--- config.mk ---
export PLATFORM = sky130hd
export DESIGN_NAME = pipe_hazard_ctrl
export DESIGN_NICKNAME = d
export VERILOG_FILES = /design/src/rtl/pipe_hazard_ctrl.sv
export SDC_FILE = /design/constraint.sdc
export NUM_CORES = 1
export LEC_CHECK = 0
export CORE_MARGIN = 2
export CORE_UTILIZATION = 25
export DETAILED_ROUTE_END_ITERATION = 8
export RECOVER_POWER = 25
export SYNTH_ARGS = -nofsm -noshare
export SYNTH_HDL_FRONTEND = slang
export SYNTH_SLANG_ARGS = --single-unit
--- constraint.sdc ---
create_clock -name clk -period 2.45 [get_ports clk]
set_input_delay 0.245 -clock clk [delete_from_list [all_inputs] [get_ports clk]]
set_output_delay 0.245 -clock clk [all_outputs]
set_load 0.03 [all_outputs]
--- src/rtl/pipe_hazard_ctrl.sv ---
// Pipeline sequencing controller: load-use stalls, taken-branch flushes in MEM,
// data-memory wait freeze with sticky timeout error, and saturating stall/flush counters.
module pipe_hazard_ctrl #(
  parameter int TIMEOUT = 16,
  parameter int CNT_W   = 16
) (
  input  logic             clk,
  input  logic             rst,
  input  logic [4:0]       id_rs1,
  input  logic [4:0]       id_rs2,
  input  logic             id_use_rs1,
  input  logic             id_use_rs2,
  input  logic             ex_mem_read,
  input  logic [4:0]       ex_rd,
  input  logic             mem_branch,
  input  logic             mem_zero,
  input  logic             mem_access,
  input  logic             dmem_ready,
  output logic             pc_en,
  output logic             if_id_en,
  output logic             id_ex_en,
  output logic             ex_mem_en,
  output logic             mem_wb_en,
  output logic             if_id_flush,
  output logic             id_ex_flush,
  output logic             ex_mem_flush,
  output logic             mem_wb_flush,
  output logic             pc_sel_branch,
  output logic             mem_err,
  output logic [CNT_W-1:0] stall_cnt,
  output logic [CNT_W-1:0] flush_cnt
);

  typedef enum logic [1:0] {RUN, MWAIT, MERR} state_t;

  localparam logic [7:0] TIMEOUT_LIM = 8'(TIMEOUT);

  state_t           state_reg, state_next;
  logic [7:0]       wait_cnt_reg, wait_cnt_next;
  logic [CNT_W-1:0] stall_cnt_reg, flush_cnt_reg;

  logic freeze, taken, lduse;
  logic stall_inc, flush_inc;

  assign freeze = mem_access & ~dmem_ready;
  assign taken  = mem_branch & mem_zero;
  assign lduse  = ex_mem_read & (ex_rd != 5'd0) &
                  ((id_use_rs1 & (id_rs1 == ex_rd)) | (id_use_rs2 & (id_rs2 == ex_rd)));

  // Output priority: reset > MERR > freeze > taken > lduse > normal.
  always_comb begin
    pc_en         = 1'b1;
    if_id_en      = 1'b1;
    id_ex_en      = 1'b1;
    ex_mem_en     = 1'b1;
    mem_wb_en     = 1'b1;
    if_id_flush   = 1'b0;
    id_ex_flush   = 1'b0;
    ex_mem_flush  = 1'b0;
    mem_wb_flush  = 1'b0;
    pc_sel_branch = 1'b0;
    stall_inc     = 1'b0;
    flush_inc     = 1'b0;
    if (rst || state_reg == MERR) begin
      pc_en     = 1'b0;
      if_id_en  = 1'b0;
      id_ex_en  = 1'b0;
      ex_mem_en = 1'b0;
      mem_wb_en = 1'b0;
    end else if (freeze) begin
      pc_en        = 1'b0;
      if_id_en     = 1'b0;
      id_ex_en     = 1'b0;
      ex_mem_en    = 1'b0;
      mem_wb_flush = 1'b1;
      stall_inc    = 1'b1;
    end else if (taken) begin
      pc_sel_branch = 1'b1;
      if_id_flush   = 1'b1;
      id_ex_flush   = 1'b1;
      ex_mem_flush  = 1'b1;
      flush_inc     = 1'b1;
    end else if (lduse) begin
      pc_en       = 1'b0;
      if_id_en    = 1'b0;
      id_ex_flush = 1'b1;
      stall_inc   = 1'b1;
    end
  end

  always_comb begin
    state_next    = state_reg;
    wait_cnt_next = wait_cnt_reg;
    case (state_reg)
      RUN: begin
        if (freeze) begin
          state_next    = MWAIT;
          wait_cnt_next = 8'd1;
        end
      end
      MWAIT: begin
        if (!mem_access || dmem_ready) begin
          state_next    = RUN;
          wait_cnt_next = 8'd0;
        end else if (wait_cnt_reg + 8'd1 == TIMEOUT_LIM) begin
          state_next = MERR;
        end else begin
          wait_cnt_next = wait_cnt_reg + 8'd1;
        end
      end
      default: state_next = MERR;
    endcase
  end

  always_ff @(posedge clk) begin
    if (rst) begin
      state_reg     <= RUN;
      wait_cnt_reg  <= 8'd0;
      stall_cnt_reg <= '0;
      flush_cnt_reg <= '0;
    end else begin
      state_reg    <= state_next;
      wait_cnt_reg <= wait_cnt_next;
      // Counters saturate at all-ones rather than wrapping.
      if (stall_inc && stall_cnt_reg != '1)
        stall_cnt_reg <= stall_cnt_reg + CNT_W'(1);
      if (flush_inc && flush_cnt_reg != '1)
        flush_cnt_reg <= flush_cnt_reg + CNT_W'(1);
    end
  end

  assign mem_err   = (state_reg == MERR);
  assign stall_cnt = stall_cnt_reg;
  assign flush_cnt = flush_cnt_reg;

endmodule

==> metrics.yaml, run 1 <==
pwr:
  p_leak_uw: 0.001134
  p_comb_frac: 0.107
  p_int_uw: 1176
  power_frac_clock: 0.440
  switching_share: 0.2314
  p_switching_uw: 353.9
  ir_drop_mv: 0.2141
  p_seq_frac: 0.452
  powerDensity_nw_per_um2: 475.5
setup_path:
  crit_type: "in -> out"
  start_kind: "primary input"
  cp_cell_sequence: "clkdlybuf4s50_1 > xnor2_1 > nand4_1 > o22ai_1 > nor3b_1 > nor2_1 > buf_4"
  critPathRequiredTime_ns: 2.20
  cp-end-kind: "output port"
  cp.arrival_ns: 2.03
  cp_slowest_cell: "clkdlybuf4s50_1"
  slowest_delay_ns: 0.54
  cp_max_fo: 3
global_route:
  grt_max_degree: 40
  grt_usage: 0.1182
  antenna_found_initial: 0
  grt_pass1_wl_um: 9625
  grt_pass1_vias: 2017
  gr-total-overflow: 0
clock_network:
  clock_sink_count: 42
  insertion_delay_ns: 0.30
  ctsHoldBuffers: 0
  numCtsBuffers: 5
  cts_max_level: 2
  root_buffer: "clkbuf_8"
  clockBufferDepth: 2
  clk_pin_slew_ns: 0.09
  cts_resized: 0
  cts_tree: "yes"
  cts_setup_buffers: 0
logic_synthesis:
  synth_fa_ha_area_frac: 0.01611
  synth_area_um2: 2330
  synth_edf_count: 0
  synth_ff_type: "dfxtp_1"
  syn_inst: 280
  syn_nets: 307
  syn_avg_cell_area_um2: 8.320
  ys_async_sr_fraction: 0
  seq_area_frac_synth: 0.3609
  synth_xor_area_frac: 0.09774
  ys_seq_elements: 42
  synthSimpleGateAreaFrac: 0.3303
  synth_top_family_by_area: "simple AND/OR/NAND/NOR gates"
  synth_compound_area_frac: 0.1246
  ys.warnings.count: 0
  synth.area.mux_share: 0.02309
  synthDistinctLibCells: 50
timing:
  fin_skew_ns: 0.006184
  max_freq_mhz: 438.7
  period_share: 0.9303
  finalHoldViolations: 0
  min_period_ns: 2.279
  slew-limit-headroom: 0.6056
  slew_violations: 0
  finalSetupTns_ns: 0
  tightest_slew_ns: 0.5905
  rsz0062_at_grt: "no"
  fin_ws_ns: 0.1707
  finalSetupViolCount: 0
  hold-worst-slack_ns: 0.5136
die:
  rows: 35
  die_h_um: 100.5
  dieArea_um2: 10110
  coreArea_um2: 9153
  start_util: 0.2545
  io_pins: 67
  die_w_um: 100.5
cells_and_area:
  antenna_cells: 0
  layout_commonest_cell: "dfxtp_1"
  final_cells: 460
  layout_common_cells: "dfxtp_1 (42), clkdlybuf4s50_1 (38), nor2_1 (36)"
  final_area_um2: 3217
  drive_above_1_share: 0.1089
  area_growth_pct: 38.08
  final_nets: 375
placement:
  place_ws_ns: 0.1182
  dp_hpwl_um: 4263
  dp.cells: 452
  placed_area_um2: 3085
  io_buffers: 66
  gp_congestion: 0.7940
outcome:
  outcome: "finished, final reports clean"
route:
  drtPass1Iterations: 4
  wire_per_inst_um: 12.46
  viasPerCell: 4.752
  drc: 0
  drt_iter0_markers: 105
  vias: 2186
  antenna_left: 0
  wl_um: 5733
min_path:
  min_path_type: "reg -> reg"
run:
  max_cap_viol_count: 0
==> cell type report <==
class	instances	area (um2)
fill	933	5936
multi-input combinational	219	1376
sequential	42	840.8
timing repair buffer	73	696.9
tap	111	138.9
clock buffer	5	68.82
clock inverter	3	68.82
inverter	7	26.28
==> logic make-up after synthesis <==
logic type | after synthesis
AND/OR/NAND/NOR | 136
AO/OA/AOI/OAI | 49
flip-flops | 42
XOR/XNOR | 26
buffers and inverters | 19
multiplexers | 5
adder cells (fa/ha/maj) | 3
==> final timing paths <==
path	cells after the start	endpoint	start	slack, ns
max	7	pc_en	ex_rd[2]	0.17
min	2	wait_cnt_reg[7]	wait_cnt_reg[7]	0.51
max reg2reg	7	stall_cnt[9]	stall_cnt[0]	0.40
min reg2reg	2	wait_cnt_reg[7]	wait_cnt_reg[7]	0.51
==> layer usage <==
layer  GRT usage  up-vias  part of all wire
li1            -     1128                 -
met1      0.1527     1014              0.48
met2      0.1951       38              0.47
met3     0.02913        6             0.038
met4     0.03583        0            0.0087
met5           0        -                 0
==> power by group through the flow <==
| stage | sequential [uW] | combinational [uW] | clock [uW] |
|---|---|---|---|
| after floorplan | 712 | 89.2 | 0 |
| after global placement | 708 | 165 | 0 |
| after detailed placement | 708 | 167 | 0 |
| after CTS | 692 | 168 | 691 |
| after global routing | 693 | 179 | 721 |
| final | 692 | 164 | 674 |
==> critical path: cells and delay by family <==
kind	cells	cell delay [ns]
xor+xnor	1	0.15
buf+inv	2	0.72
compound gates	1	0.36
simple gates	3	0.56
==> synthesized netlist by cell type (4+ instances only) <==
master    number  area share
dfxtp_1       42        0.36
nor2_1        35       0.056
a21oi_1       20       0.043
nand2_1       17       0.027
xnor2_1       16       0.060
nand3_1       14       0.030
or3_1         13       0.035
nand4_1       11       0.030
o21ai_1       10       0.021
xor2_1        10       0.038
o21ai_0        8       0.017
inv_1          7       0.011
and2_1         6       0.016
clkbuf_1       5      0.0081
nor2b_1        5       0.013
nor3_1         5       0.011
and3_1         4       0.011
buf_4          4       0.013
or4_1          4       0.013
==> stage by stage <==
stage            util  total power (uW)
5_1_grt        0.3515              1593
4_1_cts        0.3522              1551
3_5_place_dp   0.3371             875.3
2_1_floorplan       -             800.8
3_3_place_gp   0.3371             873.3
6_report       0.3515              1530
Power figures use the tool's default switching activity.
==> run 2, diff against run 1 <==
- MAX_ROUTING_LAYER: unset -> met4
==> run 2 against run 1 <==
  * Non-clock buffer count stayed put
  * Sequential cell count unchanged
  * First-iteration DRC count fell by 8.6%
  * Core utilization unchanged
  * Sequential share of layout area did not move
==> metrics.yaml, run 2 (synthesized netlist as in run 1, its figures left out) <==
outcome:
  outcome: "finished, final reports clean"
timing:
  rsz0062_at_grt: "no"
  finalHoldViolations: 0  # unchanged
  slew-limit-headroom: 0.6051  # about the same
  tightest_slew_ns: 0.5913  # +0.0008008 ns
  fin_ws_ns: 0.1686  # -0.002082 ns
  min_period_ns: 2.281  # +0.002082 ns
  period_share: 0.9312  # about the same
  fin_skew_ns: 0.005469  # -0.0007156 ns
  slew_violations: 0  # unchanged
  finalSetupViolCount: 0  # unchanged
  finalSetupTns_ns: 0  # unchanged
  max_freq_mhz: 438.3  # about the same
clock_network:
  clk_pin_slew_ns: 0.08  # about the same
  ctsHoldBuffers: 0  # unchanged
  clock_sink_count: 42  # unchanged
  clockBufferDepth: 2  # unchanged
  numCtsBuffers: 5  # unchanged
  insertion_delay_ns: 0.30  # about the same
  root_buffer: "clkbuf_8"
  cts_tree: "yes"
  cts_resized: 0  # unchanged
  cts_setup_buffers: 0  # unchanged
  cts_max_level: 2  # unchanged
pwr:
  power_uw: 1527  # -0.19%
  p_leak_uw: 0.001134  # unchanged
  powerDensity_nw_per_um2: 474.6  # -0.19%
  ir_drop_mv: 0.2141  # about the same
placement:
  dp.cells: 452  # unchanged
  dp_hpwl_um: 4263  # unchanged
  place_ws_ns: 0.1182  # unchanged
  io_buffers: 66  # unchanged
  gp_congestion: 0.8053  # +1.4%
cells_and_area:
  multi_input_area_um2: 1376  # unchanged
  layout_common_cells: "dfxtp_1 (42), clkdlybuf4s50_1 (38), nor2_1 (36)"
  area_growth_pct: 38.08  # unchanged
  fin_util: 0.3515  # unchanged
  final_cells: 460  # unchanged
  final_nets: 375  # unchanged
  drive_above_1_share: 0.1089  # unchanged
  ff_latch_area_um2: 840.8  # unchanged
  fillers: 933  # unchanged
  layout_commonest_cell: "dfxtp_1"
  antenna_cells: 0  # unchanged
die:
  start_util: 0.2545  # unchanged
  coreArea_um2: 9153  # unchanged
  rows: 35  # unchanged
  die_w_um: 100.5  # unchanged
  io_pins: 67  # unchanged
  die_h_um: 100.5  # unchanged
  dieArea_um2: 10110  # unchanged
setup_path:
  cp_cell_sequence: "clkdlybuf4s50_1 > xnor2_1 > nand4_1 > o22ai_1 > nor3b_1 > nor2_1 > buf_4"
  cp_max_fo: 3  # unchanged
  r2r_slack_ns: 0.39  # about the same
  cp_slowest_cell: "clkdlybuf4s50_1"
  critical_path_buf_inv_count: 2  # unchanged
  cp.arrival_ns: 2.04  # about the same
  cp-end-kind: "output port"
  crit_family: "buffers and inverters"
  start_kind: "primary input"
  slowest_delay_ns: 0.54  # about the same
  crit_type: "in -> out"
  critPathRequiredTime_ns: 2.20  # about the same
run:
  max_cap_viol_count: 0  # unchanged
route:
  drtPass1Iterations: 4  # unchanged
  vias: 2197  # +0.50%
  drt_iter0_markers: 96  # -8.6%
  wire_per_inst_um: 12.40  # -0.47%
  viasPerCell: 4.776  # +0.50%
  drc: 0  # unchanged
  antenna_left: 0  # unchanged
  wl_um: 5706  # -0.47%
global_route:
  antenna_found_initial: 0  # unchanged
  grt_max_degree: 40  # unchanged
  gr-total-overflow: 0  # unchanged
  grt_pass1_wl_um: 9611  # -0.15%
  grt_usage: 0.1214  # +0.003156
  grt_pass1_vias: 2017  # unchanged
min_path:
  min_path_type: "reg -> reg"
[run 2: cell counts in the layout (fill, tap and decap cells not counted)]
Identical to the previous run, type by type.
[run 2: final timing paths]
check | from | to | cells past startpoint
max | ex_rd[2] | pc_en | 7
max reg2reg | stall_cnt[0] | stall_cnt[9] | 7
min | wait_cnt_reg[7] | wait_cnt_reg[7] | 2
min reg2reg | wait_cnt_reg[7] | wait_cnt_reg[7] | 2
[run 2: through the flow]
| step | hold WS (ns) | area (um2) |
|---|---|---|
| after CTS | 0.5051 | 3223 |
| final | 0.5044 | 3217 |
| after global routing | 0.5497 | 3217 |
| after floorplan | 0.4530 | 2330 |
| after detailed placement | 0.4875 | 3085 |
| after global placement | 0.4747 | 3085 |
[run 2: final cells by class]
type	count	share of cell area
clock buffers	5	0.02139
inverters	7	0.008168
well taps	111	0.04317
clock inverters	3	0.02139
repair buffers	73	0.2166
flip-flops and latches	42	0.2614
multi-input cells	219	0.4278
[run 2: worst reg2reg max path, cell delays in order, from the launching register on]
cell and delay (ns):
dfxtp_1 0.35, ha_1 0.29, nand4_1 0.14, nor4_2 0.06
nor4b_2 0.34, a21oi_4 0.13, nor4_1 0.29, mux2_1 0.35
[run 2: power breakdown]
group	switching, uW	internal [uW]	leakage, uW
registers	5.33	686	0.000339
logic	83.6	80.8	0.000727
clock network	262	409	0.0000683
[run 2: metal layers]
layer	wire, um	global-route usage	up-vias
met3	208	0.02705	4
met1	2738	0.1536	1023
met2	2718	0.1946	43
met5	0	-	-
li1	-	-	1127
met4	40	0.03583	0
